--- src/rtl/nr_div_pkg.sv ---
// Shared definitions for the non-restoring divider: FSM state encoding and default width.
package nr_div_pkg;

  localparam int unsigned DefaultWidth = 32;

  typedef enum logic [1:0] {
    StIdle,
    StRun,
    StFix,
    StDone
  } nr_div_state_e;

endpackage

--- src/rtl/nr_div_step.sv ---
// One non-restoring iteration: shift the {remainder, quotient} pair left, then add or
// subtract the divisor magnitude depending on the sign of the incoming partial remainder.
module nr_div_step
  import nr_div_pkg::*;
#(
  parameter int unsigned WIDTH = DefaultWidth
) (
  input  logic [WIDTH:0]   part_rem,
  input  logic [WIDTH-1:0] part_quo,
  input  logic [WIDTH-1:0] divisor_mag,
  output logic [WIDTH:0]   next_rem,
  output logic [WIDTH-1:0] next_quo
);

  logic [WIDTH:0] shifted;

  always_comb begin
    // Arithmetic is modulo 2^(WIDTH+1); the true result always lies in [-D, D), so it fits.
    shifted = {part_rem[WIDTH-1:0], part_quo[WIDTH-1]};
    if (!part_rem[WIDTH]) begin
      next_rem = shifted - {1'b0, divisor_mag};
    end else begin
      next_rem = shifted + {1'b0, divisor_mag};
    end
    next_quo = {part_quo[WIDTH-2:0], ~next_rem[WIDTH]};
  end

endmodule

--- src/rtl/nr_divider.sv ---
// Multi-cycle signed/unsigned non-restoring divider: one quotient bit per clock,
// followed by a single remainder-restore and sign-fixup cycle.
module nr_divider
  import nr_div_pkg::*;
#(
  parameter int unsigned WIDTH = DefaultWidth
) (
  input  logic             clock,
  input  logic             reset_n,
  input  logic             start,
  input  logic             is_signed,
  input  logic [WIDTH-1:0] dividend,
  input  logic [WIDTH-1:0] divisor,
  output logic [WIDTH-1:0] quotient,
  output logic [WIDTH-1:0] remainder,
  output logic             busy,
  output logic             ready,
  output logic             div_by_zero
);

  localparam int unsigned CntW = $clog2(WIDTH + 1);

  nr_div_state_e    state;
  logic [CntW-1:0]  cnt;
  logic [WIDTH:0]   prem;
  logic [WIDTH-1:0] quo_acc;
  logic [WIDTH-1:0] dvsr;
  logic             neg_q;
  logic             neg_r;

  logic [WIDTH:0]   step_rem;
  logic [WIDTH-1:0] step_quo;
  logic [WIDTH-1:0] dvd_mag;
  logic [WIDTH-1:0] dvs_mag;
  logic [WIDTH-1:0] rem_mag;
  logic [WIDTH-1:0] quo_final;
  logic [WIDTH-1:0] rem_final;
  logic             accept;

  nr_div_step #(
    .WIDTH(WIDTH)
  ) u_step (
    .part_rem   (prem),
    .part_quo   (quo_acc),
    .divisor_mag(dvsr),
    .next_rem   (step_rem),
    .next_quo   (step_quo)
  );

  always_comb begin
    accept  = start && (state == StIdle || state == StDone);
    dvd_mag = (is_signed && dividend[WIDTH-1]) ? -dividend : dividend;
    dvs_mag = (is_signed && divisor[WIDTH-1]) ? -divisor : divisor;
    // Remainder is in [-D, D) after the last step, so one conditional add-back restores it.
    rem_mag   = prem[WIDTH] ? (prem[WIDTH-1:0] + dvsr) : prem[WIDTH-1:0];
    quo_final = neg_q ? -quo_acc : quo_acc;
    rem_final = neg_r ? -rem_mag : rem_mag;
  end

  always_ff @(posedge clock or negedge reset_n) begin
    if (!reset_n) begin
      state       <= StIdle;
      cnt         <= '0;
      prem        <= '0;
      quo_acc     <= '0;
      dvsr        <= '0;
      neg_q       <= 1'b0;
      neg_r       <= 1'b0;
      quotient    <= '0;
      remainder   <= '0;
      busy        <= 1'b0;
      ready       <= 1'b0;
      div_by_zero <= 1'b0;
    end else begin
      ready <= (state == StDone);
      unique case (state)
        StIdle, StDone: begin
          if (accept) begin
            if (divisor == '0) begin
              quotient    <= '1;
              remainder   <= dividend;
              div_by_zero <= 1'b1;
              state       <= StDone;
            end else begin
              dvsr    <= dvs_mag;
              quo_acc <= dvd_mag;
              prem    <= '0;
              neg_q   <= is_signed && (dividend[WIDTH-1] ^ divisor[WIDTH-1]);
              neg_r   <= is_signed && dividend[WIDTH-1];
              cnt     <= CntW'(WIDTH);
              busy    <= 1'b1;
              state   <= StRun;
            end
          end else begin
            state <= StIdle;
          end
        end
        StRun: begin
          prem    <= step_rem;
          quo_acc <= step_quo;
          cnt     <= cnt - CntW'(1);
          if (cnt == CntW'(1)) begin
            state <= StFix;
          end
        end
        StFix: begin
          quotient    <= quo_final;
          remainder   <= rem_final;
          div_by_zero <= 1'b0;
          busy        <= 1'b0;
          state       <= StDone;
        end
        default: state <= StIdle;
      endcase
    end
  end

endmodule

--- config.mk ---
export PLATFORM = sky130hd
export DESIGN_NAME = nr_divider
export DESIGN_NICKNAME = d
export VERILOG_FILES = /design/src/rtl/nr_div_pkg.sv /design/src/rtl/nr_div_step.sv /design/src/rtl/nr_divider.sv
export SDC_FILE = /design/constraint.sdc
export NUM_CORES = 1
export LEC_CHECK = 0
export CORE_ASPECT_RATIO = 1.4
export CORE_MARGIN = 2
export CORE_UTILIZATION = 40
export DETAILED_ROUTE_END_ITERATION = 16
export HOLD_SLACK_MARGIN = 0.05
export SLEW_MARGIN = 10
export SYNTH_ARGS = -nofsm -noshare
export SYNTH_HDL_FRONTEND = slang
export SYNTH_SLANG_ARGS = --single-unit
--- constraint.sdc ---
create_clock -name clock -period 11.65 [get_ports clock]
set_input_delay 1.165 -clock clock [delete_from_list [all_inputs] [get_ports clock]]
set_output_delay 1.165 -clock clock [all_outputs]
set_load 0.1 [all_outputs]
==> impl_metrics.env <==
export IMPL_met1_length_um=17200
export IMPL_cts_sink_count=174
export IMPL_dieArea_mm2=0.0368
export IMPL_worstPathRequired_ps=12050
export IMPL_io_pin_count=135
export IMPL_yosys_warnings=0
export IMPL_hold_depth=1
export IMPL_num_vias=12600
export IMPL_routed_wirelength_um=40400
export IMPL_outcome="complete, no violations"
export IMPL_place_congestion=0.906
export IMPL_via_per_inst=5.54
export IMPL_timing_hold_ws_ps=481
export IMPL_crit_fanout=6
export IMPL_synth_compound_area_share_pct=24.2
export IMPL_fillerInstances=3489
export IMPL_ant_nets=0
export IMPL_layout_nets=1948
export IMPL_r2r_slack_ps=6560
export IMPL_tightest_slew_ps=1120
export IMPL_finClkSkew_ps=11.5
export IMPL_synth_cell_area_mm2=0.0141
export IMPL_muxShareOfSynthArea_pct=2.88
export IMPL_arrival_ps=5490
export IMPL_relSlewSlack_pct=25.0
export IMPL_clockBufferDepth=2
export IMPL_syn_avg_cell_area_um2=8.20
export IMPL_max_cap_violations=0
export IMPL_drt_iter0_drc=751
export IMPL_synth_edf_count=0
export IMPL_end_kind="flip-flop"
export IMPL_coreArea_mm2=0.0349
export IMPL_drc=0
export IMPL_antenna_found_initial=0
export IMPL_synth_xor_area_share_pct=12.3
export IMPL_grt_setup_unrepaired="no"
export IMPL_finalHoldViolCount=0
export IMPL_yosysSeqAreaShare_pct=30.9
export IMPL_r2r_end="prem[32]$_DFFE_PN0P_"
export IMPL_n_antenna_cell=0
export IMPL_routedWlPerCell_um=17.8
export IMPL_holdBufCountCts=0
export IMPL_cts_root_buf="clkbuf_16"
export IMPL_cts_buffers=17
export IMPL_syn_instance_count=1720
export IMPL_finalCriticalPeriod_ps=5090
export IMPL_hold_end="remainder[29]$_DFFE_PN0P_"
export IMPL_cts_reportedPaths_clkPinSlew_ps=70
export IMPL_insertion_delay_ps=460
export IMPL_dpl_hpwl_um=31000
export IMPL_syn_nets=1863
export IMPL_r2r_cells=19
export IMPL_numPortBuffers=134
export IMPL_yosys_cell_types_count=97
export IMPL_post_cts_resize_count=0
export IMPL_path_class="reg2reg"
export IMPL_wl_met3_um=1420
export IMPL_first_global_vias=12300
export IMPL_final_area_mm2=0.0163
export IMPL_topRoutingLayerUsed="met4"
export IMPL_synth_fa_ha_area_share_pct=6.76
export IMPL_min_period_over_period_pct=43.7
export IMPL_tns_ps=0
export IMPL_synth_top_family_by_area="compound AO/OA/AOI/OAI gates"
export IMPL_track_usage_pct=22.6
export IMPL_dr_pass1_iters=5
export IMPL_cts_setup_buffers=0
export IMPL_ys_seq_elements=174
export IMPL_start_kind="flip-flop"
export IMPL_drive_above_1_share_pct=5.89
export IMPL_fp_row_count=81
export IMPL_cts_tree="built"
export IMPL_max_freq_mhz=196
export IMPL_grt_max_degree=106
export IMPL_htreeDepth=4
export IMPL_async_flop_share_pct=100
export IMPL_hold_path_class="reg2reg"
export IMPL_finalSetupViolCount=0
export IMPL_worstHoldStart="remainder[29]$_DFFE_PN0P_"
export IMPL_finalMaxSlewViolations=0
export IMPL_worstReg2RegStart="dvsr[2]$_DFFE_PN0P_"
export IMPL_synth_simple_area_share_pct=19.2
export IMPL_grt_pass1_wl_um=65200
export IMPL_die_h_um=226
export IMPL_grt_ovfl_total=0
export IMPL_area_growth_pct=15.8
export IMPL_die_w_um=163
export IMPL_dr_wl_met2_um=20500
export IMPL_synth_flop_cell="dfrtp_1"
export IMPL_dpl_instance_area_mm2=0.0158
export IMPL_start_util_pct=40.4
[final cells by class]
type	instances	area (µm²)	share of cell area (%)
Multi-Input combinational cell	1425	9250	56.6
Clock buffer	20	457	2.80
Sequential cell	174	4360	26.7
Timing Repair Buffer	145	1430	8.73
Inverter	42	158	0.966
Clock inverter	11	111	0.682
Tap cell	456	571	3.50
[state kept, by name, indices dropped and copies added (netlist names)]
signal / cells
cnt: 6
remainder: 32
quotient: 32
div_by_zero: 1
state: 2
busy: 1
prem: 33
quo_acc: 32
dvsr: 32
neg_r: 1
ready: 1
neg_q: 1
[cells in the final DEF (no fill, tap or decap), types with 4 or more instances in the layout]
| master | count |
|---|---|
| a21o_1 | 30 |
| clkinv_4 | 5 |
| o41ai_1 | 7 |
| o211ai_1 | 4 |
| o31ai_1 | 35 |
| nor2b_1 | 7 |
| mux2_2 | 7 |
| nand3_1 | 16 |
| nand2_1 | 219 |
| ha_1 | 71 |
| a21oi_1 | 157 |
| a211oi_1 | 9 |
| or2_2 | 4 |
| nand4_1 | 8 |
| o21bai_1 | 12 |
| o22a_1 | 7 |
| nand2b_1 | 18 |
| clkbuf_16 | 17 |
| a211oi_2 | 4 |
| or3_1 | 14 |
| dfrtp_1 | 173 |
| mux2i_1 | 29 |
| nor4_1 | 18 |
| a31oi_1 | 38 |
| nor3_1 | 29 |
| o21a_1 | 9 |
| and2_1 | 7 |
| and3_1 | 11 |
| xnor2_1 | 87 |
| inv_1 | 39 |
| o21ai_1 | 43 |
| nor2_1 | 182 |
| xor2_1 | 107 |
| o21ai_0 | 124 |
| nand3b_1 | 6 |
| or4_1 | 9 |
| clkdlybuf4s50_1 | 133 |
| buf_4 | 11 |
| o22ai_1 | 4 |
| nor3b_1 | 4 |
[stage by stage]
| step | utilization, % | setup slack (ps) | std cells |
|---|---|---|---|
| floorplan | - | 6080 | 1720 |
| global placement | 45.2 | 6350 | 2242 |
| detailed placement | 45.2 | 6260 | 2242 |
| CTS | 46.8 | 6500 | 2273 |
| global route | 46.8 | 6050 | 2273 |
| finish | 46.8 | 6560 | 2273 |
[how the worst max path moves through the flow]
stage                                           end  slack (ps)  cells past startpoint            startpoint
after detailed placement  remainder[25]$_DFFE_PN0P_        6260                     14            divisor[6]
after global placement           cnt[5]$_DFFE_PN0P_        6350                     14            divisor[6]
final                          prem[32]$_DFFE_PN0P_        6560                     19   dvsr[2]$_DFFE_PN0P_
after CTS                      prem[32]$_DFFE_PN0P_        6500                     19   dvsr[2]$_DFFE_PN0P_
after global routing           prem[32]$_DFFE_PN0P_        6050                     19   dvsr[2]$_DFFE_PN0P_
after floorplan                prem[29]$_DFFE_PN0P_        6080                     20  prem[32]$_DFFE_PN0P_
[per-layer routing]
layer	up-vias	track usage [%]
met4	0	9.39
met3	58	2.39
met2	309	40.8
li1	6325	-
met5	-	0
met1	5908	27.2
[synth_stat cells, drive strengths merged, types with 4 or more instances]
library cell / n / area, µm²
nand2: 222 / 838
nor2: 183 / 689
dfrtp: 174 / 4350
o21ai: 171 / 871
a21oi: 161 / 817
xor2: 108 / 953
xnor2: 87 / 762
ha: 73 / 913
clkbuf: 44 / 165
a31oi: 40 / 263
inv: 39 / 146
o31ai: 36 / 275
buf: 35 / 208
a21o: 31 / 233
nor3: 31 / 165
mux2i: 30 / 304
nor4: 21 / 168
nand2b: 18 / 113
nand3: 16 / 80.1
or3: 15 / 98.8
a211oi: 13 / 118
o21bai: 12 / 90.1
and3: 11 / 68.8
nand4: 11 / 96.3
or4: 10 / 78.8
mux2: 9 / 101
o21a: 9 / 67.6
o41ai: 9 / 105
and2: 8 / 50.1
nor2b: 7 / 43.8
o22a: 7 / 61.3
nand3b: 6 / 45.0
a41oi: 5 / 58.8
nor3b: 5 / 48.8
o211ai: 5 / 42.5
a21boi: 4 / 30.0
a31o: 4 / 43.8
o22ai: 4 / 25.0
or2: 4 / 25.0
[cell families (layout without fill, tap and decap cells)]
group,Yosys count,after routing
flops,174,174
fa+ha+maj,75,75
xor+xnor,196,196
mux,39,39
compound gates,538,538
buf+inv,121,218
simple gates,577,577
[critical path, stage by stage (launching register included)]
cell,delay (ps)
dfrtp_1,450
nor2_1,140
nor4b_1,470
and2_1,280
nor3b_1,400
nand2_1,140
nor4_1,390
and3b_1,260
a21oi_1,80
xor2_1,180
ha_1,360
a21o_1,230
a21o_1,180
a21o_1,200
nor3_1,270
nand3b_1,160
a31oi_1,190
o21bai_1,90
xnor2_1,370
a22o_1,190
Power is left out: the tool's default activity adds up to more than one toggle a clock period on the data nets, which glitch-free logic cannot reach.
==> patch 1, RTL diff (same settings) <==
Re-encode `nr_div_state_e` (4 states) as Gray code, 2 bits wide.
--- a/src/rtl/nr_div_pkg.sv
+++ b/src/rtl/nr_div_pkg.sv
@@ -6,6 +6,6 @@
   typedef enum logic [1:0] {
-    StIdle,
-    StRun,
-    StFix,
-    StDone
+    StIdle = 2'b00,
+    StRun  = 2'b01,
+    StFix  = 2'b11,
+    StDone = 2'b10
   } nr_div_state_e;
Formal check against the unedited RTL: same outputs for any inputs over 4 cycles, from zero or initial values and one cycle with reset_n low; so few cycles prove little.
==> patch 1 against the original RTL <==
  * Routed wire length increased by 0.52%
  * Sequential cell count did not move
  * Cell area increased by 0.15%
  * Via count is 3.4% higher
  * Core utilization increased by 0.21 points
  * Critical path depth down 6
  * Die area fell by 0.29%
  * Area after synthesis fell by 0.29%
  * Setup slack lost 0.53 ns
  * Highest routed layer is now met5
Power is left out: the tool's default activity adds up to more than one toggle a clock period on the data nets, which glitch-free logic cannot reach.
==> patch 1: results (changes against the original RTL) <==
Logic synthesis:
- The xor and xnor area share after synthesis is 11.2% (-1.2 points).
- The complex-gate fraction of the synthesized area is 24.9% (+0.65 points).
- The area share of fa/ha/maj cells after synthesis came to 6.52% (-0.25 points).
- The number of enable-type register cells in the synthesized netlist is 0 (unchanged).
- The synthesized netlist net count was 1925 (+3.3%).
- In the post-synthesis netlist, the biggest area contributors are sky130_fd_sc_hd__dfrtp_1 31%, sky130_fd_sc_hd__o21ai_0 7.5%, sky130_fd_sc_hd__nand2_1 6.8%, sky130_fd_sc_hd__xor2_1 6.7%, sky130_fd_sc_hd__ha_1 6.2%.
- The share of synthesized area occupied by flip-flops and latches is 31.0% (+0.091 points).
- The portion of netlist area occupied by mux cells is 1.42% (-1.5 points).
- The distinct cell type count of the synthesized netlist is 85 (-12%).
- The commonest cells after synthesis are 255 x sky130_fd_sc_hd__nand2_1, 212 x sky130_fd_sc_hd__o21ai_0, 174 x sky130_fd_sc_hd__dfrtp_1.

Timing:
- The slew at the pin with the worst max-slew slack is 1.08 ns (-0.0484 ns).

Setup path:
- The most critical setup path has its startpoint at divisor[0].
- The termination of the worst setup path is prem[19].
- In this run the critical register-to-register path is launched from dvsr[3].
- The worst-path maximum fanout is 69 (+63).
- The cell with the biggest individual delay on the critical path is sky130_fd_sc_hd__nor3_1.
- The biggest cell delay along the critical path came to 0.67 ns (+0.20 ns).
- The cell count of the worst reg-to-reg path was 17 (-2).
- The setup slack of the worst register-to-register path is 6.22 ns (-0.34 ns).
- The endpoint arrival time on the critical path came to 5.98 ns (+0.49 ns).

GRT:
- The initial antenna violation count came to 1 (+1).
- The global routing met3 resource utilization is 2.79% (+0.40 points).
- The first-pass GRT wire length is 65800 um (+0.87%).
- The global routing usage on met2 is 41.7% (+0.93 points).

Final layout:
- The proportion of cell area spent on the clock network was 3.53% (+0.048 points).
- The number of filler instances in the final layout came to 3516 (+0.77%).
- The share of cells above drive strength 1 came to 4.73% (-1.2 points).
- The multi-input gate share of total cell area is 56.6% (about the same).

Detailed routing:
- The mean routed wirelength per cell was 17.4 um (-2.2%).
- Signal routing reaches up to met5.
- The total routed wire length on the met1 layer is 17200 um (-0.15%).
- The sum of met2 wire segment lengths after detailed routing was 20900 um (+2.2%).
- The met3 layer wire length in the routed design was 1410 um (-1.1%).
- The detailed router's first-iteration violation count is 676 (-10%).

Place:
- The placed wire-length estimate is 31200 um (+0.63%).
- The global placer's final weighted congestion was 0.903 (-0.25%).

Outcome:
- The run finished with clean final reports.

Worst hold path:
- The worst hold path startpoint is div_by_zero.
## patch 1: changes by cell type in the layout (fill, tap and decap cells not counted), sizes merged, moves of 9 or more
cell / unedited run / this run
o31ai: 36 / 19
nor2: 183 / 144
xnor2: 87 / 72
nand2: 222 / 255
mux2i: 30 / 12
nand3: 16 / 29
nor3: 31 / 46
and3: 11 / 26
o21ai: 171 / 214
or3: 15 / 35
nand2b: 18 / 9
## patch 1: per-stage QoR
step	setup WS, ns	util, %	instance area, sq um	instances	hold slack [ns]
6_report	6.03	47.0	16300	2337	0.486
5_1_grt	5.53	47.0	16300	2337	0.497
4_1_cts	5.91	47.0	16300	2337	0.482
3_5_place_dp	5.42	45.4	15800	2305	0.466
3_3_place_gp	5.56	45.4	15800	2305	0.463
2_1_floorplan	6.19	-	14100	1785	0.481
==> patch 2, RTL diff (same settings) <==
Made on the original files. `DefaultWidth`: 32 -> 16.
--- a/src/rtl/nr_div_pkg.sv
+++ b/src/rtl/nr_div_pkg.sv
@@ -3,3 +3,3 @@
 
-  localparam int unsigned DefaultWidth = 32;
+  localparam int unsigned DefaultWidth = 16;
 
Interface: changed (resized dividend, divisor, quotient and remainder); port bits go from 135 to 71. The function was not compared with the original's and may differ.
==> patch 2 against the original RTL <==
  * Sequential cell count fell by 81
  * Setup slack gained 0.45 ns
  * Area after synthesis decreased by 52%
  * Via count fell by 53%
  * Routed wire length is 53% lower
  * Synthesized cell count down 53%
  * Cell area decreased by 51%
  * Die area is 51% lower
  * Worst hold slack gained 0.016 ns
  * Count of clock-buffer cells in the layout decreased by 10
  * Largest cell class unchanged
Power is not shown: default switching activity piles up to over one toggle a cycle in this logic, so the estimate is an artifact.
==> patch 2: results (changes against the original RTL) <==
Outcome:
- The run finished with clean final reports.

Logic synthesis:
- The mean post-synth cell area was 8.40 sq um (+2.5%).
- The synthesized netlist net count is 888 (-52%).
- Yosys attributes the largest share of cell area to sky130_fd_sc_hd__dfrtp_1 34%, sky130_fd_sc_hd__ha_1 7.5%, sky130_fd_sc_hd__xnor2_1 6.2%, sky130_fd_sc_hd__nand2_1 5.5%, sky130_fd_sc_hd__xor2_1 5.4%.
- The share of the synthesized area in the top cell type is 34.2% (+3.3 points).

Final layout:
- The number of filler instances in the final layout is 1647 (-53%).
- The number of flip-flops in the largest register came to 17 (-48%).
- The share of cells above drive strength 1 is 3.67% (-2.2 points).
- The count of nets after finishing was 946 (-51%).

GRT:
- The maximum number of pins on one net before global-route repair was 72 (-32%).
- The total track usage is 21.8% (-0.75 points).
- The global routing met3 resource utilization is 3.39% (+1.0 points).
- The number of global-route vias before repair is 5817 (-53%).
- The global routing usage on met2 is 40.7% (-0.051 points).
- The first-pass GRT wire length is 30700 um (-53%).

Detailed routing:
- The detailed router's first-iteration violation count is 328 (-56%).
- The via count of the routed design came to 5963 (-53%).
- The average via count per standard cell is 5.55 (about the same).
- The total routed wire length on the met1 layer was 8020 um (-53%).
- The met3 layer wire length in the routed design is 444 um (-69%).

Place:
- The cell area reported after detailed placement was 7690 sq um (-51%).
- The count of input and output buffers is 70 (-48%).
- The total instance count after detailed placement is 1059 (-53%).
- The placed wire-length estimate is 14600 um (-53%).
- The global placer's final weighted congestion is 0.858 (-5.2%).

Setup path:
- The worst-path maximum fanout is 26 (+20).
- The slowest stage of the critical path belongs to the cell sky130_fd_sc_hd__nand2_1.
- The endpoint arrival time on the critical path is 4.92 ns (-0.57 ns).
- The setup slack of the worst register-to-register path is 7.25 ns (+0.69 ns).
- The biggest cell delay along the critical path is 0.62 ns (+0.15 ns).

CTS:
- The clock latency of the later-clocked register in the worst-skew pair is 0.36 ns (-0.10 ns).
- The clock buffer count from CTS is 9 (-8).
- The maximum level of the CTS H-tree came to 3 (-1).

Timing:
- The slew at the pin with the worst max-slew slack is 1.11 ns (-0.0135 ns).

Worst hold path:
- The worst hold path terminates at div_by_zero.
- The worst hold path startpoint is div_by_zero.
patch 2: final cells by class:
| class | count | area share [%] |
|---|---|---|
| Multi-Input combinational cell | 659 | 53.3 |
| Tap cell | 203 | 3.18 |
| Inverter | 27 | 1.27 |
| Clock inverter | 6 | 0.798 |
| Timing Repair Buffer | 77 | 9.39 |
| Sequential cell | 93 | 29.1 |
| Clock buffer | 10 | 2.99 |
patch 2: kinds of logic (layout without fill, tap and decap cells):
| kind of cell | after synthesis | after routing | synth area share, % |
|---|---|---|---|
| AND/OR/NAND/NOR | 282 | 282 | 18.4 |
| AO/OA/AOI/OAI | 220 | 220 | 20.7 |
| flip-flops | 93 | 93 | 34.2 |
| XOR/XNOR | 91 | 91 | 11.9 |
| buffers and inverters | 57 | 120 | 3.15 |
| adder cells (fa/ha/maj) | 43 | 43 | 8.13 |
| multiplexers | 23 | 23 | 3.48 |
patch 2: worst max-delay path by stage:
stage | startpoint | end | slack [ns] | cells after the start
after floorplan | prem[16] | prem[15] | 7.56 | 15
after global placement | divisor[0] | quo_acc[15] | 6.79 | 12
after detailed placement | divisor[0] | quo_acc[15] | 6.63 | 12
after CTS | divisor[0] | quo_acc[15] | 7.00 | 12
after global routing | divisor[0] | prem[12] | 6.54 | 11
final | divisor[0] | quo_acc[15] | 7.01 | 12
patch 2: through the flow:
step	hold slack, ns	setup WS (ns)
after CTS	0.501	7.00
after detailed placement	0.484	6.63
after floorplan	0.471	7.56
after global routing	0.522	6.54
after global placement	0.474	6.79
final	0.496	7.01
